**config.mk**
```make
export PLATFORM = sky130hd
export DESIGN_NAME = ysyx_25030085_wb_arbiter
export DESIGN_NICKNAME = d
export VERILOG_FILES = /design/src/rtl/ysyx_25030085_wb_arbiter.sv
export SDC_FILE = /design/constraint.sdc
export NUM_CORES = 1
export LEC_CHECK = 0
export ABC_AREA = 1
export BUFFER_PORTS_ARGS = -buffer_cell sky130_fd_sc_hd__buf_4
export CAP_MARGIN = 20
export CORE_MARGIN = 2
export CORE_UTILIZATION = 40
export DETAILED_ROUTE_END_ITERATION = 6
export PLACE_DENSITY = 0.68
export REMOVE_ABC_BUFFERS = 1
export SYNTH_ARGS = -nofsm -noshare
export SYNTH_HDL_FRONTEND = slang
export SYNTH_SLANG_ARGS = --single-unit
```
**constraint.sdc**
```tcl
create_clock -name clk -period 2.7 [get_ports clk]
set_input_delay 0.54 -clock clk [delete_from_list [all_inputs] [get_ports clk]]
set_output_delay 0.54 -clock clk [all_outputs]
set_load 0.02 [all_outputs]
```
**src/rtl/ysyx_25030085_wb_arbiter.sv**
```systemverilog
// ----------------------------------------------------------------------------
// ysyx_25030085_wb_arbiter
//
// Sole owner of the register-file write port. Arbitrates write-back requests
// from EXU (ALU / PC+4 / immediate results) and LSU (load data), registers the
// winner onto the regfile write port, and keeps a pending-load scoreboard so
// that decode stalls on RAW/WAW hazards against outstanding loads.
//
// Optional feature macro: WB_BYPASS_EN
//   defined   : adds fwd_rs1_hit / fwd_rs2_hit / fwd_data, which forward the
//               registered write-back to decode. The in-flight write then no
//               longer stalls decode.
//   undefined : no fwd_* ports. Decode also stalls on a source or destination
//               that matches the in-flight regfile write.
//
// Ports
//   clk, rst                 clock; asynchronous active-low reset (0 = reset)
//   exu_valid/ready/rd/wdata EXU write-back request (valid/ready handshake)
//   lsu_valid/ready/rd/wdata LSU load-data write-back request
//   iss_valid/ready/rd       load issue from IDU. Marks rd as pending.
//   id_rs1/id_rs2/id_rd      registers of the instruction in decode
//   id_stall                 decode must hold (hazard)
//   fwd_rs1_hit/fwd_rs2_hit  (WB_BYPASS_EN only) in-flight write matches rsX
//   fwd_data                 (WB_BYPASS_EN only) forwarded write data
//   rf_we/rf_waddr/rf_wdata  registered regfile write port
// ----------------------------------------------------------------------------
module ysyx_25030085_wb_arbiter #(
   parameter  int XLEN = 32,
   parameter  int NREG = 32,
   localparam int AW   = $clog2(NREG)
) (
   input  logic            clk,
   input  logic            rst,

   input  logic            exu_valid,
   output logic            exu_ready,
   input  logic [AW-1:0]   exu_rd,
   input  logic [XLEN-1:0] exu_wdata,

   input  logic            lsu_valid,
   output logic            lsu_ready,
   input  logic [AW-1:0]   lsu_rd,
   input  logic [XLEN-1:0] lsu_wdata,

   input  logic            iss_valid,
   output logic            iss_ready,
   input  logic [AW-1:0]   iss_rd,

   input  logic [AW-1:0]   id_rs1,
   input  logic [AW-1:0]   id_rs2,
   input  logic [AW-1:0]   id_rd,
   output logic            id_stall,
`ifdef WB_BYPASS_EN
   output logic            fwd_rs1_hit,
   output logic            fwd_rs2_hit,
   output logic [XLEN-1:0] fwd_data,
`endif

   output logic            rf_we,
   output logic [AW-1:0]   rf_waddr,
   output logic [XLEN-1:0] rf_wdata
);

   // Bit r set = a load to xr is outstanding. Bit 0 is never set.
   logic [NREG-1:0] pending;
   logic [NREG-1:0] pending_nxt;
   logic            rr_ptr;      // 0: EXU wins the next contention, 1: LSU wins

   logic            exu_elig;    // EXU valid and not blocked by the WAW guard
   logic            contend;     // both requesters could be granted this cycle
   logic            grant_exu;
   logic            grant_lsu;
   logic            iss_fire;
   logic [AW-1:0]   wb_rd;
   logic [XLEN-1:0] wb_data;

   // ---------------------------------------------------------------------
   // Arbitration
   // ---------------------------------------------------------------------
   always_comb begin
      // NOTE: combinational blocks use blocking '=' and give every target a
      // value on every path, so no latch is inferred.
      exu_elig  = exu_valid & ~pending[exu_rd];
      contend   = exu_elig & lsu_valid;
      grant_exu = exu_elig & (~lsu_valid | ~rr_ptr);
      grant_lsu = lsu_valid & (~exu_elig | rr_ptr);
      wb_rd     = grant_lsu ? lsu_rd    : exu_rd;
      wb_data   = grant_lsu ? lsu_wdata : exu_wdata;
   end

   assign exu_ready = grant_exu;
   assign lsu_ready = grant_lsu;

   // A new load to rd is accepted once the previous one to rd is retiring.
   assign iss_ready = ~pending[iss_rd] | (grant_lsu & (lsu_rd == iss_rd));
   assign iss_fire  = iss_valid & iss_ready & (iss_rd != '0);

   // Set is applied after clear: a load issued in the same cycle that an
   // older load to the same rd retires stays outstanding.
   always_comb begin
      pending_nxt = pending;
      if (grant_lsu) pending_nxt[lsu_rd] = 1'b0;
      if (iss_fire)  pending_nxt[iss_rd] = 1'b1;
      pending_nxt[0] = 1'b0;
   end

   // ---------------------------------------------------------------------
   // State: scoreboard, round-robin pointer, regfile write register
   // ---------------------------------------------------------------------
   always_ff @(posedge clk or negedge rst) begin
      if (!rst) begin
         // NOTE: the scoreboard is a small flop vector, not a RAM, and it must
         // be reset. A stale pending bit would stall decode indefinitely.
         pending  <= '0;
         rr_ptr   <= 1'b0;
         rf_we    <= 1'b0;
         rf_waddr <= '0;
         rf_wdata <= '0;
      end else begin
         // NOTE: sequential state uses non-blocking '<=' so that every flop
         // samples the pre-edge values, independent of statement order.
         pending <= pending_nxt;
         // Only a true contention moves the pointer, and it moves to the loser.
         if (contend) rr_ptr <= ~rr_ptr;
         rf_we <= 1'b0;
         if (grant_exu | grant_lsu) begin
            rf_we    <= (wb_rd != '0);   // x0 completes the handshake but never writes
            rf_waddr <= wb_rd;
            rf_wdata <= wb_data;
         end
      end
   end

   // ---------------------------------------------------------------------
   // Decode hazard detection / forwarding
   // rf_we is only ever set for a nonzero address, so a match implies rsX != 0.
   // ---------------------------------------------------------------------
   logic rs1_wb;
   logic rs2_wb;
   assign rs1_wb = rf_we & (rf_waddr == id_rs1);
   assign rs2_wb = rf_we & (rf_waddr == id_rs2);

`ifdef WB_BYPASS_EN
   assign id_stall    = pending[id_rs1] | pending[id_rs2] | pending[id_rd];
   assign fwd_rs1_hit = rs1_wb & (id_rs1 != '0);
   assign fwd_rs2_hit = rs2_wb & (id_rs2 != '0);
   assign fwd_data    = rf_wdata;
`else
   logic rd_wb;
   assign rd_wb    = rf_we & (rf_waddr == id_rd);
   assign id_stall = pending[id_rs1] | pending[id_rs2] | pending[id_rd]
                   | rs1_wb | rs2_wb | rd_wb;
`endif

`ifndef SYNTHESIS
   // An LSU write to a register with no outstanding load is legal.
   // It nearly always indicates a pipeline bug, so simulation flags it.
   lsu_rd_not_pending: assert property (@(posedge clk) disable iff (!rst)
      (lsu_valid && lsu_ready) |-> pending[lsu_rd]);
`endif

endmodule

```
* After elaboration in Yosys (flattened, before gate mapping)
Cells that the tools add are included.
W data, S select, Z words.
** Cells by class
- Bitwise operators :: 27
- Eq/ne operators :: 4
- $lt $le $gt $ge :: 8
- Muxes and demuxes :: 19
- Reduce and logical (&&, ||, !) cells :: 4
** Operators by type and width (count)
- $mux W32 :: 3
- $lt A5 B6 Y1 const B :: 6
- $and A32 B32 Y32 :: 1
- $not A32 Y32 :: 1
- $or A32 B32 Y32 :: 1
- $bmux W1 S5 :: 5
- $eq A5 B5 Y1 :: 4
- $and A1 B1 Y1 :: 10
- $demux W1 S5 :: 2
- $ge A5 B1 Y1 const B :: 2
- $reduce_bool A5 Y1 :: 2
- $or A1 B1 Y1 :: 9
- $mux W1 :: 8
- $mux W5 :: 1
- $not A1 Y1 :: 5
- $logic_and A1 B1 Y1 :: 2
** Storage, ports and cells
- Bits of input ports :: 99
- Register bits after elaboration :: 70
- Output and inout bits :: 42
- Logic and storage cells :: 67

* Logic depth before layout (Yosys ltp)
Gate-level depths: netlist of run 1.
- Depth in word-level cells :: 12
- Gate-level depth with buffers :: 17
- Mapped depth without buffers :: 15

* Worst setup path before layout of run 1
No wires, ideal clock.
- Path kind :: input-to-output
- Start point :: in exu_rd[0]
- End point :: out exu_ready
- Arrival time :: 1.779 ns
- Slack :: 0.381 ns
- Data required time :: 2.160 ns
- Cell stages on the path :: 13
- Path through :: buf_6 -> inv_4 -> buf_6 -> nand2_1 -> nand3_1 -> nand3_1 -> nand3_1 -> nand3_1 -> nand2_2 -> nand3_4 -> buf_4 -> buf_2 -> inv_1
** Between the ends
- Word-level cells in the longest chain between the ends :: 5
** RTL lines
- from (decl) :: line 37 : input logic [AW-1:0] exu_rd,
- $bmux W1 S5 :: line 83 : exu_elig = exu_valid & ~pending[exu_rd];
- $mux W1 (not written as such) :: line 83
- $not A1 Y1 :: line 83
- $and A1 B1 Y1 :: line 83
- $and A1 B1 Y1 :: line 85 : grant_exu = exu_elig & (~lsu_valid | ~rr_ptr);
- to (decl) :: line 36 : output logic exu_ready,
Every way passes these cells. The select of a mux whose other input is x is not followed.

* Worst setup path in the final report of run 1
- Start point :: reg pending[29]
- End point :: out iss_ready
** Between the ends
- Word-level cells in the longest chain between the ends :: 9
- Elaborated cells on any way between the ends :: 12
- Those cells by class :: mux: 4; bitwise: 8
** RTL lines
- from (decl) :: line 65 : logic [NREG-1:0] pending;
- from (signal assigned) :: line 122 : pending <= pending_nxt;
- $bmux W1 S5 :: line 83
- $mux W1 (not written as such) :: line 83
- $not A1 Y1 :: line 83
- $and A1 B1 Y1 :: line 83
- $not A1 Y1 :: line 86 : grant_lsu = lsu_valid & (~exu_elig | rr_ptr);
- $or A1 B1 Y1 :: line 86
- $and A1 B1 Y1 :: line 86
- $and A1 B1 Y1 :: line 95 : assign iss_ready = ~pending[iss_rd] | (grant_lsu & (lsu_rd == iss_rd));
- $or A1 B1 Y1 * :: line 95
- to (decl) :: line 46 : output logic iss_ready,
Mark *: on every way between the ends. The rest lies on a longest branch, timed or not. The select of a mux whose other input is x is not followed.

==> metrics.yaml, run 1 <==
finish:
  antenna_cells: 0
  fillers: 1319
  syn_to_final_growth_pct: 30.4
  fin_cells: 1069
  regArea_sq_mm: 0.00175
  final_nets: 991
  multi_input_area_sq_mm: 0.00281
  final_layout_size_suffix_gt1_share_pct: 23.2
detailed_routing:
  routed_via_density: 5.58
  wire_per_inst_um: 17.5
  via_count: 5966
  ant_nets: 0
  drc: 0
  drtIter0Drc: 684
  first_pass_iters: 5
  drt_wl_total_um: 18700
synth:
  yosysSeqAreaShare_pct: 34.5
  yosys.area.top_type: "dfrtp_1"
  syn-cell-area_sq_mm: 0.00507
  yosysTopAreaCellShare_pct: 34.5
  ys_seq_elements: 70
  ys_types: 37
  syn_inst: 754
  synth_area_leaders: "dfrtp_1 35%, o21ai_0 14%, nand2_1 11%"
  synth_warnings: 0
  avgSynthCellArea_sq_um: 6.73
clocking:
  cts_htree_levels: 3
  worstSkewPairLatency_ps: 340
  cts.path.max_buffers: 2
  cts-root-buf: "clkbuf_16"
  cts-buffers-inserted: 9
  cts_tree: "yes"
  numClockSinks: 70
  cts.clk_slew.worst_paths_ps: 60
timing:
  finalHoldViolCount: 0
  fin_crit_ps: 2560
  max_slew.worst_pin.slew_ps: 546
  grt_setup_unrepaired: "no"
  slew_headroom_pct: 63.3
  finalSetupViolations: 0
  tns_ps: 0
  finalClockSkew_ps: 4.83
  drv_slew: 0
  period_share_pct: 94.9
  timing.fmax_mhz: 390
critical_path:
  rrSetupSlack_ps: 530
  worstPathRequired_ps: 2160
  timing.rr.end: "pending[14]"
  criticalPathCategory: "reg -> out"
  crit_path_max_fanout: 7
  crit_start: "pending[29]"
  crit_path_end_kind: "output port"
  r2r-start: "pending[11]"
  cp_data_arrival_time_ps: 2020
  startpoint_type: "register"
  critPathCapture: "iss_ready"
  worstRegToRegCells: 12
floorplanning:
  ioPinCount: 141
  start_util_pct: 40.5
  fp-row-count: 41
  die-area_sq_mm: 0.0136
  die_w_um: 117
  die_h_um: 117
  fp.coreArea_sq_mm: 0.0125
place:
  port_buffers: 140
  hpwlAfterDp_um: 14200
  place.gp.congestion: 0.958
  placed_cells: 1052
global_routing:
  grt_max_degree: 37
  grtUsageTotal_pct: 27.6
  overflow: 0
  grt_pass1_wl_um: 29000
  antenna_found_initial: 0
  grt_pass1_vias: 5510
outcome:
  status: "completed"
pwr:
  p_seq_share_pct: 36.3
  cellPowerDensity_mw_per_mm2: 645
  power.switching_uw: 1690
  p_sw_share_pct: 39.5
  clockPowerShare_pct: 28.6
  leakage_uw: 0.00305
  max-vdd-ir-drop_uv: 330
  combPwrFrac_pct: 35.0
  p_total_uw: 4270
  internal-power_uw: 2580
job:
  maxCapViolations: 0
hold_path:
  hp-class: "in -> async"
## worst min path at each step
stage,endpoint,cells past startpoint,slack [ps]
after floorplan,pending[10],0,240
after global placement,pending[21],2,490
after detailed placement,pending[21],2,490
after CTS,pending[29],1,180
after global routing,pending[29],1,200
final,pending[29],1,150
## cell families (layout without fill, tap and decap cells)
family | count (synthesis) | in the layout | share of synthesized area (%)
buffers and inverters | 115 | 258 | 10.3
and+or+nand+nor | 289 | 289 | 24.8
AOI/OAI and AO/OA | 272 | 272 | 29.0
xor gates and xnor gates | 8 | 8 | 1.38
DFF | 70 | 70 | 34.5
## critical path, stage by stage, from the launching register on
cell and delay (ps):
dfrtp_1 360, inv_1 230, nand2_1 90, nand3_1 90, nand3_1 80, nand3_1 80, nand3_1 90, nand2_2 100
nand3_4 160, nand3_2 140, o21ai_4 90, buf_4 170
## layer usage
| layer | share of wire (%) | wire, um | global-route usage (%) | vias to the layer above |
|---|---|---|---|---|
| met1 | 42 | 7850 | 37.7 | 2760 |
| met2 | 46 | 8550 | 44.2 | 305 |
| met3 | 9.1 | 1700 | 5.03 | 57 |
| met4 | 3.3 | 623 | 9.65 | 0 |
| met5 | 0 | 0 | 0 | - |
| li1 | - | - | - | 2844 |
## layout by cell type (no fill, tap or decap), types with 2 or more instances in the layout
cell | Yosys | layout
buf_4 | 4 | 164
nand2_1 | 147 | 147
o21ai_0 | 144 | 144
a21oi_1 | 90 | 90
dfrtp_1 | 70 | 70
inv_1 | 72 | 69
nor2_1 | 53 | 53
nand3_1 | 45 | 45
nor3_1 | 19 | 19
nand4_1 | 15 | 15
o21ai_2 | 10 | 10
o22ai_1 | 9 | 9
clkbuf_16 | 0 | 9
inv_2 | 2 | 5
xnor2_1 | 5 | 5
nand2_2 | 4 | 4
o31ai_1 | 4 | 4
xor2_1 | 3 | 3
clkinvlp_4 | 0 | 3
nand3_4 | 2 | 2
o21ai_1 | 2 | 2
o2111ai_1 | 2 | 2
o311ai_0 | 2 | 2
a211o_1 | 2 | 2
a211oi_1 | 2 | 2
clkinv_4 | 0 | 2
## cells in the mapped netlist, drive strengths merged
cell type  instances
a211o              2
a211oi             2
a21o               1
a21oi             90
a221oi             1
buf               23
clkbuf            14
clkinv             3
dfrtp             70
inv               75
nand2            152
nand3             48
nand4             15
nor2              54
nor3              19
nor4               1
o2111ai            2
o211ai             1
o21ai            157
o221ai             1
o22ai              9
o311ai             2
o31ai              4
xnor2              5
xor2               3
## per-stage QoR
step / setup slack [ps] / area (sq um) / util (%) / hold slack (ps)
after floorplan: 303 / 4850 / - / 244
after global placement: 170 / 6290 / 50.2 / 486
after detailed placement: 184 / 6290 / 50.2 / 493
after CTS: 143 / 6590 / 52.7 / 175
after global routing: 6.85 / 6620 / 52.9 / 197
final: 139 / 6620 / 52.9 / 151
## flip-flops by register name (all words and copies together) (netlist names)
| name | cells |
|---|---|
| rr_ptr | 1 |
| rf_we | 1 |
| rf_waddr | 5 |
| rf_wdata | 32 |
| pending | 31 |
## power groups by stage
| stage | registers (uW) | clock network, uW | logic (uW) |
|---|---|---|---|
| after global placement | 1560 | 0 | 1470 |
| after global routing | 1570 | 1290 | 1650 |
| after CTS | 1540 | 1250 | 1470 |
| after detailed placement | 1550 | 0 | 1470 |
| final | 1550 | 1220 | 1500 |
| after floorplan | 1550 | 0 | 726 |
## cell type report
cell class	count	share of cell area, %
clock buffers	10	3.61
clock inverters	6	1.04
inverters	78	4.58
multi-input cells	569	42.4
flip-flops and latches	70	26.5
well taps	172	3.25
repair buffers	164	18.6
## what timing repair did
| item | CTS | global route |
|---|---|---|
| endpoints found under the hold margin | 0 | 0 |
| setup endpoints to repair | 0 | 2 |
| resized for setup | 0 | 6 |
| hold buffers | 0 | 0 |
| setup buffers | 0 | 1 |
No activity file was read; power rests on OpenSTA's default activity.
==> run 2: changes to the inputs <==
Settings changed: ABC_CLOCK_PERIOD_IN_PS set to 2700, BUFFER_PORTS_ARGS -buffer_cell sky130_fd_sc_hd__buf_4 to -buffer_cell sky130_fd_sc_hd__buf_2, SLEW_MARGIN set to 20.
==> run 2 against run 1 <==
Critical path depth stayed put. Cell area is 5.7% lower. Routed wire length is 4.1% lower. Global-route usage is 1.1 points lower. Maximum frequency is 1.1% lower. Largest cell class unchanged. Register-to-register slack worse by 110 ps. Clock-buffer cell count is 1 lower. Total power is 4.7% lower. Final cell count is 0.19% lower.
==> metrics.yaml, run 2 (synthesis results as in run 1) <==
clocking:
  cts.path.max_buffers: 2  # unchanged
  worstSkewPairLatency_ps: 350  # was 340 ps
  cts-root-buf: "clkbuf_16"  # unchanged
  cts_tree: "yes"  # unchanged
  hold_buffers: 0  # unchanged
  cts_resized: 0  # unchanged
  cts_setup_buffers: 0  # unchanged
  cts_htree_levels: 3  # unchanged
  numClockSinks: 70  # unchanged
  cts-buffers-inserted: 9  # unchanged
  cts.clk_slew.worst_paths_ps: 60  # about the same
critical_path:
  crit_path_max_fanout: 10  # was 7
  cp_top_family: "buffers and inverters"  # was simple AND/OR/NAND/NOR gates
  critical_path.slowest_cell: "a211o_1"  # was dfrtp_1
  crit_path_end_kind: "output port"  # unchanged
  critPathBufInv: 4  # was 2
  cp_data_arrival_time_ps: 2050  # was 2020 ps
  startpoint_type: "primary input"  # was register
  criticalPathCategory: "in -> out"  # was reg -> out
  path_cells: "buf_2 -> clkinvlp_4 -> a21oi_1 -> o21ai_0 -> a21oi_1 -> nor3_1 -> a211o_1 -> nand2_1 -> inv_1 -> nand4_1 -> buf_2"  # was inv_1 -> nand2_1 -> nand3_1 -> nand3_1 -> nand3_1 -> nand3_1 -> nand2_2 -> nand3_4 -> nand3_2 -> o21ai_4 -> buf_4
  max_stage_delay_ps: 240  # was 360 ps
  worstPathRequired_ps: 2160  # about the same
timing:
  fin_crit_ps: 2590  # was 2560 ps
  drv_slew: 0  # unchanged
  timing.fmax_mhz: 386  # was 390 MHz
  tns_ps: 0  # unchanged
  max_slew.worst_pin.slew_ps: 901  # was 546 ps
  finalHoldViolCount: 0  # unchanged
  finalSetupViolations: 0  # unchanged
  finalClockSkew_ps: 10.1  # was 4.83 ps
  grt_setup_unrepaired: "no"  # unchanged
  hold_slack_ps: 308  # was 151 ps
  slew_headroom_pct: 39.9  # was 63.3%
  period_share_pct: 95.9  # was 94.9%
place:
  port_buffers: 140  # unchanged
  place_area_sq_mm: 0.00594  # was 0.00629 sq mm
  hpwlAfterDp_um: 13500  # was 14200 um
  place.gp.congestion: 0.939  # was 0.958
floorplanning:
  fp.coreArea_sq_mm: 0.0125  # unchanged
  die_h_um: 117  # unchanged
  die-area_sq_mm: 0.0136  # unchanged
  ioPinCount: 141  # unchanged
  die_w_um: 117  # unchanged
  fp-row-count: 41  # unchanged
  start_util_pct: 40.5  # unchanged
pwr:
  p_total_uw: 4070  # was 4270 uW
  cellPowerDensity_mw_per_mm2: 653  # was 645 mW/mm^2
  leakage_uw: 0.00291  # was 0.00305 uW
  max-vdd-ir-drop_uv: 364  # was 330 uV
detailed_routing:
  drtIter0Drc: 623  # was 684
  first_pass_iters: 5  # unchanged
  ant_nets: 0  # unchanged
  wire_per_inst_um: 16.8  # was 17.5 um
  routed_via_density: 5.49  # was 5.58
  drt_wl_total_um: 18000  # was 18700 um
  via_count: 5859  # was 5966
  drc: 0  # unchanged
global_routing:
  grt_max_degree: 71  # was 37
  overflow: 0  # unchanged
  grtUsageTotal_pct: 26.5  # was 27.6%
  antenna_found_initial: 0  # unchanged
  grt_pass1_vias: 5337  # was 5510
  grt_pass1_wl_um: 27800  # was 29000 um
finish:
  final_common_cell: "nand2_1"  # was buf_4
  syn_to_final_growth_pct: 22.9  # was 30.4%
  largest_register_ff_count: 32  # unchanged
  final_cell_mix: "147 x nand2_1, 144 x o21ai_0, 138 x buf_2"  # was 164 x buf_4, 147 x nand2_1, 144 x o21ai_0
  multi_input_area_sq_mm: 0.00280  # was 0.00281 sq mm
  final_nets: 989  # was 991
  top_regs: "rf_wdata x32, pending x31, rf_waddr x5"  # unchanged
  fin_area_sq_mm: 0.00624  # was 0.00662 sq mm
  fillers: 1372  # was 1319
  top_register: "rf_wdata"  # unchanged
  antenna_cells: 0  # unchanged
  regArea_sq_mm: 0.00175  # about the same
  final_layout_size_suffix_gt1_share_pct: 23.0  # was 23.2%
outcome:
  status: "completed"  # unchanged
hold_path:
  hp-class: "in -> async"  # unchanged
job:
  maxCapViolations: 0  # unchanged
run 2: changes by cell type in the layout (fill, tap and decap cells not counted), sizes merged:
cell and delta:
bufinv -1, inv +3, buf -3, clkinv -1
run 2: per-layer routing:
layer  global-route usage (%)  share of wire [%]  up-vias
met5                        0                  0        -
met4                     9.57                3.1        0
met3                     6.49                9.5       43
met2                     40.9                 46      296
met1                     36.4                 42     2680
li1                         -                  -     2840
run 2: metrics by stage:
| step | utilization [%] | std cells | setup slack [ps] |
|---|---|---|---|
| finish | 49.8 | 1067 | 110 |
| CTS | 49.8 | 1067 | 112 |
| global placement | 47.5 | 1051 | 64.9 |
| global route | 49.8 | 1067 | 2.49 |
| floorplan | - | 717 | 303 |
| detailed placement | 47.5 | 1051 | 107 |
run 2: area by class of cell:
type	instances	share of cell area (%)
Clock buffer	9	3.61
Tap cell	172	3.45
Timing Repair Buffer	162	14.2
Sequential cell	70	28.1
Inverter	78	4.79
Multi-Input combinational cell	569	44.9
Clock inverter	7	0.983
run 2: power breakdown:
| group | internal [uW] | leakage, uW | switching [uW] |
|---|---|---|---|
| logic | 466 | 0.00196 | 912 |
| registers | 1280 | 0.000815 | 261 |
| clock network | 639 | 0.000135 | 516 |
| total | 2380 | 0.00291 | 1690 |
run 2: worst paths after layout:
path / from / end / slack (ps) / depth (start not counted)
min in group clk: exu_wdata[18] / rf_wdata[18] / 420 / 3
setup reg to reg: pending[21] / rf_wdata[15] / 420 / 13
hold reg to reg: rf_wdata[0] / rf_wdata[0] / 520 / 2
hold / removal: rst / pending[21] / 310 / 1
max in group asynchronous: rst / pending[22] / 1780 / 1
setup / recovery: id_rd[1] / id_stall / 110 / 11
